===== src/rtl/alu_pkg.sv =====
// Shared types for the handshaked ALU pipeline:
// op encodings, flag bundle and queue depth.
package alu_pkg;

   typedef enum logic [2:0] {
      OP_ADD  = 3'b000,
      OP_SUB  = 3'b001,
      OP_AND  = 3'b010,
      OP_OR   = 3'b011,
      OP_XOR  = 3'b100,
      OP_SHL  = 3'b101,
      OP_SHR  = 3'b110,
      OP_PASS = 3'b111
   } alu_op_e;

   typedef struct packed {
      logic carry;
      logic ovf;
      logic zero;
   } alu_flags_t;

   localparam int QUEUE_DEPTH = 2;

endpackage


===== src/rtl/alu_pipe_if.sv =====
// Operation and result handshake bundle for alu_pipe.
// master drives operations; slave is the ALU.
interface alu_pipe_if #(
   parameter int WIDTH = 8
);
   import alu_pkg::*;

   logic             in_valid;
   logic             in_ready;
   alu_op_e          op;
   logic [WIDTH-1:0] a;
   logic [WIDTH-1:0] b;
   logic             acc_sel;
   logic             acc_wr;
   logic             out_valid;
   logic             out_ready;
   logic [WIDTH-1:0] out;
   alu_flags_t       flags;
   logic [WIDTH-1:0] acc;

   modport master (
      output in_valid, op, a, b, acc_sel, acc_wr, out_ready,
      input  in_ready, out_valid, out, flags, acc
   );

   modport slave (
      input  in_valid, op, a, b, acc_sel, acc_wr, out_ready,
      output in_ready, out_valid, out, flags, acc
   );

endinterface


===== src/rtl/alu_core.sv =====
// Combinational ALU: result plus carry/overflow/zero.
// Shifts use the low clog2(WIDTH) bits of B as amount.
module alu_core
   import alu_pkg::*;
#(
   parameter int WIDTH = 8
) (
   input  alu_op_e          op,
   input  logic [WIDTH-1:0] a,
   input  logic [WIDTH-1:0] b,
   output logic [WIDTH-1:0] result,
   output alu_flags_t       flags
);

   localparam int S   = $clog2(WIDTH);
   localparam int MSB = WIDTH - 1;

   logic [S-1:0] sh;
   logic [WIDTH:0] sum;
   logic [WIDTH:0] dif;
   logic [WIDTH:0] shl_w;
   logic [WIDTH:0] shr_w;

   assign sh = b[S-1:0];

   // Extra bit on each side captures the last bit shifted out
   assign sum   = {1'b0, a} + {1'b0, b};
   assign dif   = {1'b0, a} - {1'b0, b};
   assign shl_w = {1'b0, a} << sh;
   assign shr_w = {a, 1'b0} >> sh;

   always_comb begin
      result = '0;
      flags  = '0;
      unique case (op)
         OP_ADD: begin
            result      = sum[WIDTH-1:0];
            flags.carry = sum[WIDTH];
            flags.ovf   = (a[MSB] == b[MSB]) && (result[MSB] != a[MSB]);
         end
         OP_SUB: begin
            result      = dif[WIDTH-1:0];
            flags.carry = dif[WIDTH];
            flags.ovf   = (a[MSB] != b[MSB]) && (result[MSB] != a[MSB]);
         end
         OP_AND:  result = a & b;
         OP_OR:   result = a | b;
         OP_XOR:  result = a ^ b;
         OP_SHL: begin
            result      = shl_w[WIDTH-1:0];
            flags.carry = shl_w[WIDTH];
         end
         OP_SHR: begin
            result      = shr_w[WIDTH:1];
            flags.carry = shr_w[0];
         end
         OP_PASS: result = b;
      endcase
      flags.zero = (result == '0);
   end

endmodule


===== src/rtl/alu_pipe.sv =====
// Handshaked ALU with accumulator and a 2-entry result queue.
// Queue is head/tail registers so out/flags come straight from flops.
module alu_pipe
   import alu_pkg::*;
#(
   parameter int WIDTH = 8
) (
   input logic       clk,
   input logic       reset,
   alu_pipe_if.slave io
);

   logic [WIDTH-1:0] opa;
   logic [WIDTH-1:0] res;
   alu_flags_t       res_flags;

   logic [WIDTH-1:0] acc_q, acc_d;
   logic [WIDTH-1:0] head_res_q, head_res_d;
   alu_flags_t       head_flg_q, head_flg_d;
   logic [WIDTH-1:0] tail_res_q, tail_res_d;
   alu_flags_t       tail_flg_q, tail_flg_d;
   logic [1:0]       cnt_q, cnt_d;

   logic in_ready;
   logic push;
   logic pop;

   assign opa = io.acc_sel ? acc_q : io.a;

   alu_core #(
      .WIDTH(WIDTH)
   ) u_core (
      .op    (io.op),
      .a     (opa),
      .b     (io.b),
      .result(res),
      .flags (res_flags)
   );

   assign in_ready = !reset && (cnt_q < 2'(QUEUE_DEPTH));
   assign push     = io.in_valid && in_ready;
   assign pop      = (cnt_q != 2'd0) && io.out_ready;

   always_comb begin
      acc_d      = acc_q;
      head_res_d = head_res_q;
      head_flg_d = head_flg_q;
      tail_res_d = tail_res_q;
      tail_flg_d = tail_flg_q;
      cnt_d      = cnt_q + 2'(push) - 2'(pop);
      if (push && io.acc_wr)
         acc_d = res;
      if (pop && cnt_q == 2'd2) begin
         head_res_d = tail_res_q;
         head_flg_d = tail_flg_q;
      end
      // New entry lands at head when head is empty or leaving now
      if (push) begin
         if (cnt_q == 2'd0 || pop) begin
            head_res_d = res;
            head_flg_d = res_flags;
         end else begin
            tail_res_d = res;
            tail_flg_d = res_flags;
         end
      end
   end

   always_ff @(posedge clk or posedge reset) begin
      if (reset) begin
         acc_q      <= '0;
         head_res_q <= '0;
         head_flg_q <= '0;
         tail_res_q <= '0;
         tail_flg_q <= '0;
         cnt_q      <= '0;
      end else begin
         acc_q      <= acc_d;
         head_res_q <= head_res_d;
         head_flg_q <= head_flg_d;
         tail_res_q <= tail_res_d;
         tail_flg_q <= tail_flg_d;
         cnt_q      <= cnt_d;
      end
   end

   assign io.in_ready  = in_ready;
   assign io.out_valid = (cnt_q != 2'd0);
   assign io.out       = head_res_q;
   assign io.flags     = head_flg_q;
   assign io.acc       = acc_q;

endmodule


===== src/flat_wrapper.sv =====
// flat-port wrapper written by rule: the top's interface ports become plain ports
module alu_pipe_flat import alu_pkg::*;
#(
   parameter int WIDTH = 8
)
  (clk, reset, io_in_valid, io_op, io_a, io_b, io_acc_sel, io_acc_wr, io_out_ready, io_in_ready, io_out_valid, io_out, io_flags, io_acc);
  alu_pipe_if #(.WIDTH(WIDTH)) io_i ();
  input logic clk;
  input logic reset;
  input wire logic [$bits(io_i.in_valid)-1:0] io_in_valid;
  input wire logic [$bits(io_i.op)-1:0] io_op;
  input wire logic [$bits(io_i.a)-1:0] io_a;
  input wire logic [$bits(io_i.b)-1:0] io_b;
  input wire logic [$bits(io_i.acc_sel)-1:0] io_acc_sel;
  input wire logic [$bits(io_i.acc_wr)-1:0] io_acc_wr;
  input wire logic [$bits(io_i.out_ready)-1:0] io_out_ready;
  output wire logic [$bits(io_i.in_ready)-1:0] io_in_ready;
  output wire logic [$bits(io_i.out_valid)-1:0] io_out_valid;
  output wire logic [$bits(io_i.out)-1:0] io_out;
  output wire logic [$bits(io_i.flags)-1:0] io_flags;
  output wire logic [$bits(io_i.acc)-1:0] io_acc;
  assign io_i.in_valid = io_in_valid;
  assign io_i.op = io_op;
  assign io_i.a = io_a;
  assign io_i.b = io_b;
  assign io_i.acc_sel = io_acc_sel;
  assign io_i.acc_wr = io_acc_wr;
  assign io_i.out_ready = io_out_ready;
  assign io_in_ready = io_i.in_ready;
  assign io_out_valid = io_i.out_valid;
  assign io_out = io_i.out;
  assign io_flags = io_i.flags;
  assign io_acc = io_i.acc;
  alu_pipe #(.WIDTH(WIDTH)) u_core (.clk(clk), .reset(reset), .io(io_i));
endmodule

===== config.mk =====
export PLATFORM = sky130hd
export DESIGN_NAME = alu_pipe_flat
export DESIGN_NICKNAME = d
export VERILOG_FILES = /design/src/rtl/alu_pkg.sv /design/src/rtl/alu_pipe_if.sv /design/src/rtl/alu_core.sv /design/src/rtl/alu_pipe.sv /design/src/flat_wrapper.sv
export SDC_FILE = /design/constraint.sdc
export NUM_CORES = 1
export LEC_CHECK = 0
export CORE_ASPECT_RATIO = 0.7
export CORE_MARGIN = 4
export CORE_UTILIZATION = 62
export DETAILED_ROUTE_END_ITERATION = 8
export PLACE_DENSITY_LB_ADDON = 0.3
export SYNTH_ARGS = -nofsm -noshare
export SYNTH_HDL_FRONTEND = slang
export SYNTH_SLANG_ARGS = --single-unit

===== constraint.sdc =====
create_clock -name clk -period 4.7 [get_ports clk]
set_input_delay 1.41 -clock clk [delete_from_list [all_inputs] [get_ports clk]]
set_output_delay 1.41 -clock clk [all_outputs]
set_load 0.005 [all_outputs]

==> flow_metrics.py, run 1 <==
metrics = {
    "worst_setup_path": {
        "worstSetupPathType": "primary input to register",
        "endpoint_kind": "register",
        "worstPathArrival_ns": 4.57,
        "r2r_setup_slack_ns": 1.62,
        "r2r-start": "u_core.io.acc[0]",
        "reg2reg_depth": 12,
        "cp_max_fo": 4,
        "r2r-end": "u_core.io.flags[0]",
        "critPathRequiredTime_ns": 4.88,
        "startpoint_type": "primary input",
    },
    "grt": {
        "grt_max_degree": 33,
        "overflow": 0,
        "grt_pass1_vias": 3395,
        "grt_use_total_pct": 30.3,
        "grt_pass1_wl_um": 17200,
        "antenna_found_initial": 0,
    },
    "placement": {
        "dp_hpwl_um": 8150,
        "port_buffers": 45,
        "gp_congestion": 0.958,
        "dp_cells": 556,
        "dpl_cell_area_mm2": 0.00429,
    },
    "synth": {
        "ys_seq_elements": 32,
        "synth_top_area_share_pct": 21.9,
        "netlist_area_mm2": 0.00365,
        "syn_inst": 433,
        "yosys.area.top_type": "dfrtp_1",
        "synthArstFlopShare_pct": 100,
        "synth_cell_types": 60,
        "yosysWarnings": 0,
        "seq_area_frac_synth_pct": 21.9,
        "synth.avg_cell_area_um2": 8.43,
        "synthTopCellsByArea": "dfrtp_1 22%, ha_1 11%, mux4_2 8.0%",
        "synthFlopType": "dfrtp_1",
        "synth-edff-count": 0,
        "syn_nets": 493,
    },
    "layout": {
        "area_growth_pct": 20.5,
        "final_cell_mix": "52 x nand2_1, 45 x clkdlybuf4s50_1, 39 x o21ai_0",
        "seqCellArea_um2": 801,
        "finalInstanceArea_mm2": 0.00440,
        "final.fill_count": 428,
        "antenna_cells": 0,
        "fin_cells": 564,
        "layout-drive-gt1-share_pct": 14.3,
        "final_common_cell": "nand2_1",
        "nNetsFinal": 548,
        "finish.utilization_pct": 76.8,
        "multi_input_area_mm2": 0.00260,
    },
    "power": {
        "power_density_mw_per_mm2": 433,
        "clockPowerShare_pct": 13.9,
        "combPwrFrac_pct": 59.3,
        "power.internal_mw": 1.12,
        "leakage_nw": 1.97,
        "swShare_pct": 41.0,
        "power_mw": 1.91,
        "peakVddDrop_uv": 327,
        "p_switching_uw": 782,
        "pwr-share-seq_pct": 26.8,
    },
    "worst_hold_path": {
        "hold_path_depth": 2,
        "worstHoldStart": "u_core.tail_res_q[1]",
        "holdPathEnd": "u_core.tail_res_q[1]",
        "min_path_type": "register to register",
    },
    "clock_tree": {
        "postCtsSetupBuffers": 0,
        "cts.path.max_buffers": 2,
        "clkSinkCount": 32,
        "htreeDepth": 2,
        "numCtsBuffers": 5,
        "cts_tree": "yes",
        "cts-resized-gates": 0,
        "clkTransAtPathRegs_ns": 0.07,
        "ctsHoldBuffers": 0,
        "cts-root-buf": "clkbuf_8",
        "clk_latency_ns": 0.29,
    },
    "sta": {
        "drv_slew": 0,
        "tightest_slew_ns": 0.670,
        "setup_viol": 0,
        "period_share_pct": 93.4,
        "max_slew_margin_pct": 55.2,
        "fin_setup_tns_ns": 0,
        "skew_ns": 0.00718,
        "period_needed_ns": 4.39,
        "grt_setup_unrepaired": "false",
        "fmax_mhz": 228,
        "timing.final.hold_violations": 0,
    },
    "floorplan": {
        "rows": 23,
        "dieHeight_um": 72.2,
        "pin_count": 46,
        "die_area_mm2": 0.00720,
        "initial_core_util_pct": 63.7,
        "core_mm2": 0.00573,
        "die_w_um": 99.7,
    },
    "route": {
        "drtIter0Drc": 445,
        "vias": 3627,
        "ant_nets": 0,
        "drc_errors": 0,
        "first_pass_iters": 5,
        "routed_wl_um": 10600,
        "vias_per_cell": 6.43,
        "wire_per_inst_um": 18.8,
    },
    "outcome": {
        "status": "completed",
    },
    "job": {
        "maxCapViolations": 0,
    },
}
through the flow:
| step | hold slack (ns) | setup slack, ns |
|---|---|---|
| finish | 0.478 | 0.308 |
| floorplan | 0.445 | 0.620 |
| global placement | 0.459 | 0.170 |
| global route | 0.507 | 0.0909 |
| CTS | 0.484 | 0.316 |
| detailed placement | 0.467 | 0.0468 |
cells by family after synthesis:
group                    after synthesis  synth area share, %
AND/OR/NAND/NOR                      132                 16.9
AO/OA/AOI/OAI                        123                 21.8
buffers and inverters                 58                 6.82
multiplexers                          40                 16.9
adder cells (fa/ha/maj)               35                 12.4
flip-flops                            32                 21.9
XOR/XNOR                              13                 3.12
metal layers:
metal,routed length (um),track usage (%)
met5,0,0
met3,1200,7.40
met2,4740,46.9
met1,4520,43.9
met4,124,5.45
registers in the layout (all words and copies together), names as in the netlist:
signal             cells
u_core.tail_flg_q      3
u_core.tail_res_q      8
u_core.io.acc          8
u_core.io.out          8
u_core.io.flags        3
u_core.cnt_q           2
layout make-up:
type,count,share of cell area (%)
well taps,75,2.13
clock inverters,2,0.797
multi-input cells,343,59.1
inverters,33,2.82
repair buffers,73,15.3
flip-flops and latches,32,18.2
clock buffers,6,1.65
worst max-delay path, stage by stage:
cell and delay (ns):
clkdlybuf4s50_1 0.58, mux2i_1 0.17, ha_1 0.24, fa_1 0.42
or2_2 0.30, a221oi_1 0.25, buf_4 0.18, nor4_1 0.05
a21oi_1 0.14, o22ai_1 0.13, o32ai_4 0.28, nand3_2 0.13
o31ai_1 0.29
worst max path at each step:
| stage | from | to | slack (ns) | depth (start not counted) |
|---|---|---|---|---|
| after floorplan | io_acc_sel | u_core.io.flags[0] | 0.62 | 12 |
| after global placement | io_acc_sel | u_core.io.flags[0] | 0.17 | 13 |
| after detailed placement | io_acc_sel | u_core.io.flags[0] | 0.05 | 13 |
| after CTS | io_acc_sel | u_core.io.flags[0] | 0.32 | 13 |
| after global routing | io_acc_sel | u_core.tail_flg_q[2] | 0.09 | 14 |
| final | io_acc_sel | u_core.io.flags[0] | 0.31 | 13 |
power groups by stage:
stage | sequential, mW | clock, mW | combinational [mW]
floorplan | 0.482 | 0 | 0.703
global placement | 0.501 | 0 | 1.07
detailed placement | 0.507 | 0 | 1.11
CTS | 0.507 | 0.267 | 1.12
global route | 0.528 | 0.277 | 1.24
finish | 0.511 | 0.264 | 1.13
synth_stat cells (6+ instances only):
library cell / instances
nor3_1: 10
mux2i_1: 10
nand2b_1: 6
mux4_2: 13
o22ai_1: 10
buf_2: 7
mux2_2: 14
dfrtp_1: 32
xnor2_1: 9
nor2_1: 29
o21ai_0: 40
ha_1: 33
inv_1: 32
nand2_1: 52
nor2b_1: 10
a21oi_1: 27
clkbuf_1: 14
Power figures use the tool's default switching activity.
==> inputs of run 2 (changes only) <==
--- a/config.mk
+++ b/config.mk
@@ -8,6 +8,7 @@
 export CORE_ASPECT_RATIO = 0.7
 export CORE_MARGIN = 4
 export CORE_UTILIZATION = 62
+export CTS_CLUSTER_DIAMETER = 50
 export DETAILED_ROUTE_END_ITERATION = 8
 export PLACE_DENSITY_LB_ADDON = 0.3
 export SYNTH_ARGS = -nofsm -noshare
==> results of run 2 <==
Same layout as run 1: the final DEF is identical, and so are final timing and power.
==> inputs of run 3 (changes only) <==
--- a/config.mk
+++ b/config.mk
@@ -7,7 +7,7 @@
 export LEC_CHECK = 0
 export CORE_ASPECT_RATIO = 0.7
 export CORE_MARGIN = 4
-export CORE_UTILIZATION = 62
+export CORE_UTILIZATION = 40
 export CTS_CLUSTER_DIAMETER = 50
 export DETAILED_ROUTE_END_ITERATION = 8
 export PLACE_DENSITY_LB_ADDON = 0.3
==> run 3 against run 2 <==
  * Power up 2.0%
  * Clock-buffer cell count unchanged
  * Final area up 3.0%
  * Via count down 2.0%
  * Routed wire length up 1.3%
  * Clock skew about the same
  * Critical endpoint is now u_core.tail_flg_q[2]
==> flow_metrics.py, run 3 (same netlist as run 1, synthesis figures left out) <==
metrics = {
    "outcome": {
        "status": "completed",
    },
    "floorplan": {
        "die_w_um": 122,
        "rows": 28,
        "pin_count": 46,
        "die_area_mm2": 0.0107,
        "core_mm2": 0.00865,
        "initial_core_util_pct": 42.2,
        "dieHeight_um": 87.9,
    },
    "sta": {
        "period_share_pct": 96.5,
        "fmax_mhz": 220,
        "period_needed_ns": 4.54,
        "timing.final.hold_violations": 0,
        "max_slew_margin_pct": 52.5,
        "tightest_slew_ns": 0.708,
        "setup_viol": 0,
        "grt_setup_unrepaired": "false",
        "drv_slew": 0,
        "skew_ns": 0.00718,
    },
    "power": {
        "peakVddDrop_uv": 273,
        "combPwrFrac_pct": 58.6,
        "swShare_pct": 39.6,
        "clockPowerShare_pct": 15.4,
        "leakage_nw": 2.02,
        "p_switching_uw": 771,
        "power_density_mw_per_mm2": 429,
        "pwr-share-seq_pct": 26.0,
        "power.internal_mw": 1.17,
        "power_mw": 1.94,
    },
    "clock_tree": {
        "cts.path.max_buffers": 2,
        "clkSinkCount": 32,
        "clk_latency_ns": 0.28,
        "numCtsBuffers": 5,
        "htreeDepth": 2,
        "clkTransAtPathRegs_ns": 0.05,
        "ctsHoldBuffers": 0,
        "cts-root-buf": "clkbuf_16",
        "cts-resized-gates": 0,
        "postCtsSetupBuffers": 0,
        "cts_tree": "yes",
    },
    "route": {
        "vias": 3553,
        "dr_wl_met3_um": 1240,
        "highest_layer": "met4",
        "vias_per_cell": 5.77,
        "first_pass_iters": 5,
        "drtIter0Drc": 415,
        "routed_wl_um": 10700,
        "wire_per_inst_um": 17.4,
        "drt-met1-wl_um": 5190,
        "drc_errors": 0,
        "routed-wl-met2_um": 4270,
        "ant_nets": 0,
    },
    "layout": {
        "finalInstanceArea_mm2": 0.00453,
        "nNetsFinal": 556,
        "antenna_cells": 0,
        "layout-drive-gt1-share_pct": 15.5,
        "final_common_cell": "nand2_1",
        "fin_cells": 616,
        "finish.utilization_pct": 52.3,
        "area_growth_pct": 24.1,
        "final_cell_mix": "52 x nand2_1, 45 x clkdlybuf4s50_1, 39 x o21ai_0",
    },
    "grt": {
        "antenna_found_initial": 0,
        "grt_max_degree": 33,
        "grt_pass1_wl_um": 17300,
        "grt_pass1_vias": 3298,
        "grt_use_total_pct": 20.5,
        "overflow": 0,
    },
    "worst_setup_path": {
        "startpoint_type": "primary input",
        "worstSetupPathType": "primary input to register",
        "worstSetupStartpoint": "io_acc_sel",
        "worstPathArrival_ns": 4.67,
        "critPathRequiredTime_ns": 4.83,
        "r2r-start": "u_core.io.acc[0]",
        "endpoint_kind": "register",
        "cp_max_fo": 6,
    },
    "placement": {
        "dp_cells": 609,
        "port_buffers": 45,
        "dpl_cell_area_mm2": 0.00439,
        "dp_hpwl_um": 8580,
        "gp_congestion": 0.948,
    },
    "worst_hold_path": {
        "worstHoldStart": "u_core.tail_res_q[2]",
        "min_path_type": "register to register",
    },
    "job": {
        "maxCapViolations": 0,
    },
}
run 3: area by class of cell:
cell class	count	area, um2
Tap cell	120	150
Fill cell	841	4130
Multi-Input combinational cell	343	2600
Sequential cell	32	801
Timing Repair Buffer	81	721
Clock inverter	1	5.00
Clock buffer	6	129
Inverter	33	124
run 3: per-stage QoR:
| step | setup slack (ns) | TNS (ns) | hold WS, ns |
|---|---|---|---|
| detailed placement | -0.0380 | -0.0482 | 0.466 |
| global placement | 0.0145 | 0 | 0.461 |
| finish | 0.162 | 0 | 0.472 |
| floorplan | 0.620 | 0 | 0.445 |
| CTS | 0.241 | 0 | 0.477 |
| global route | 0.0289 | 0 | 0.494 |
run 3: worst paths after layout:
check                      cells after the start  slack (ns)                   end
hold reg to reg                                2        0.47  u_core.tail_res_q[2]
min in group asynchronous                      3        1.56      u_core.io.out[4]
max in group asynchronous                      3        2.85      u_core.io.out[1]
setup / recovery                              14        0.16  u_core.tail_flg_q[2]
hold / removal                                 2        0.47  u_core.tail_res_q[2]
setup reg to reg                              15        1.64    u_core.io.flags[0]
run 3: power by group through the flow:
| stage | sequential (mW) | clock [mW] | combinational, mW |
|---|---|---|---|
| after global routing | 0.526 | 0.321 | 1.26 |
| final | 0.506 | 0.299 | 1.14 |
| after global placement | 0.504 | 0 | 1.11 |
| after detailed placement | 0.508 | 0 | 1.12 |
| after CTS | 0.505 | 0.304 | 1.13 |
| after floorplan | 0.482 | 0 | 0.703 |
run 3: per-layer routing:
layer | up-vias | track usage [%]
met5 | - | 0
li1 | 1693 | -
met1 | 1676 | 32.3
met2 | 178 | 27.8
met3 | 6 | 6.91
met4 | 0 | 1.52
run 3: worst max-delay path, stage by stage:
cell and delay [ns]:
clkdlybuf4s50_1 0.71, buf_4 0.23, mux2i_1 0.27, buf_4 0.16
inv_1 0.05, ha_1 0.32, nor2b_1 0.17, o31a_1 0.27
o21ai_0 0.26, a21oi_1 0.14, o21a_1 0.18, o21ai_0 0.19
o311a_1 0.23, o21ai_0 0.08
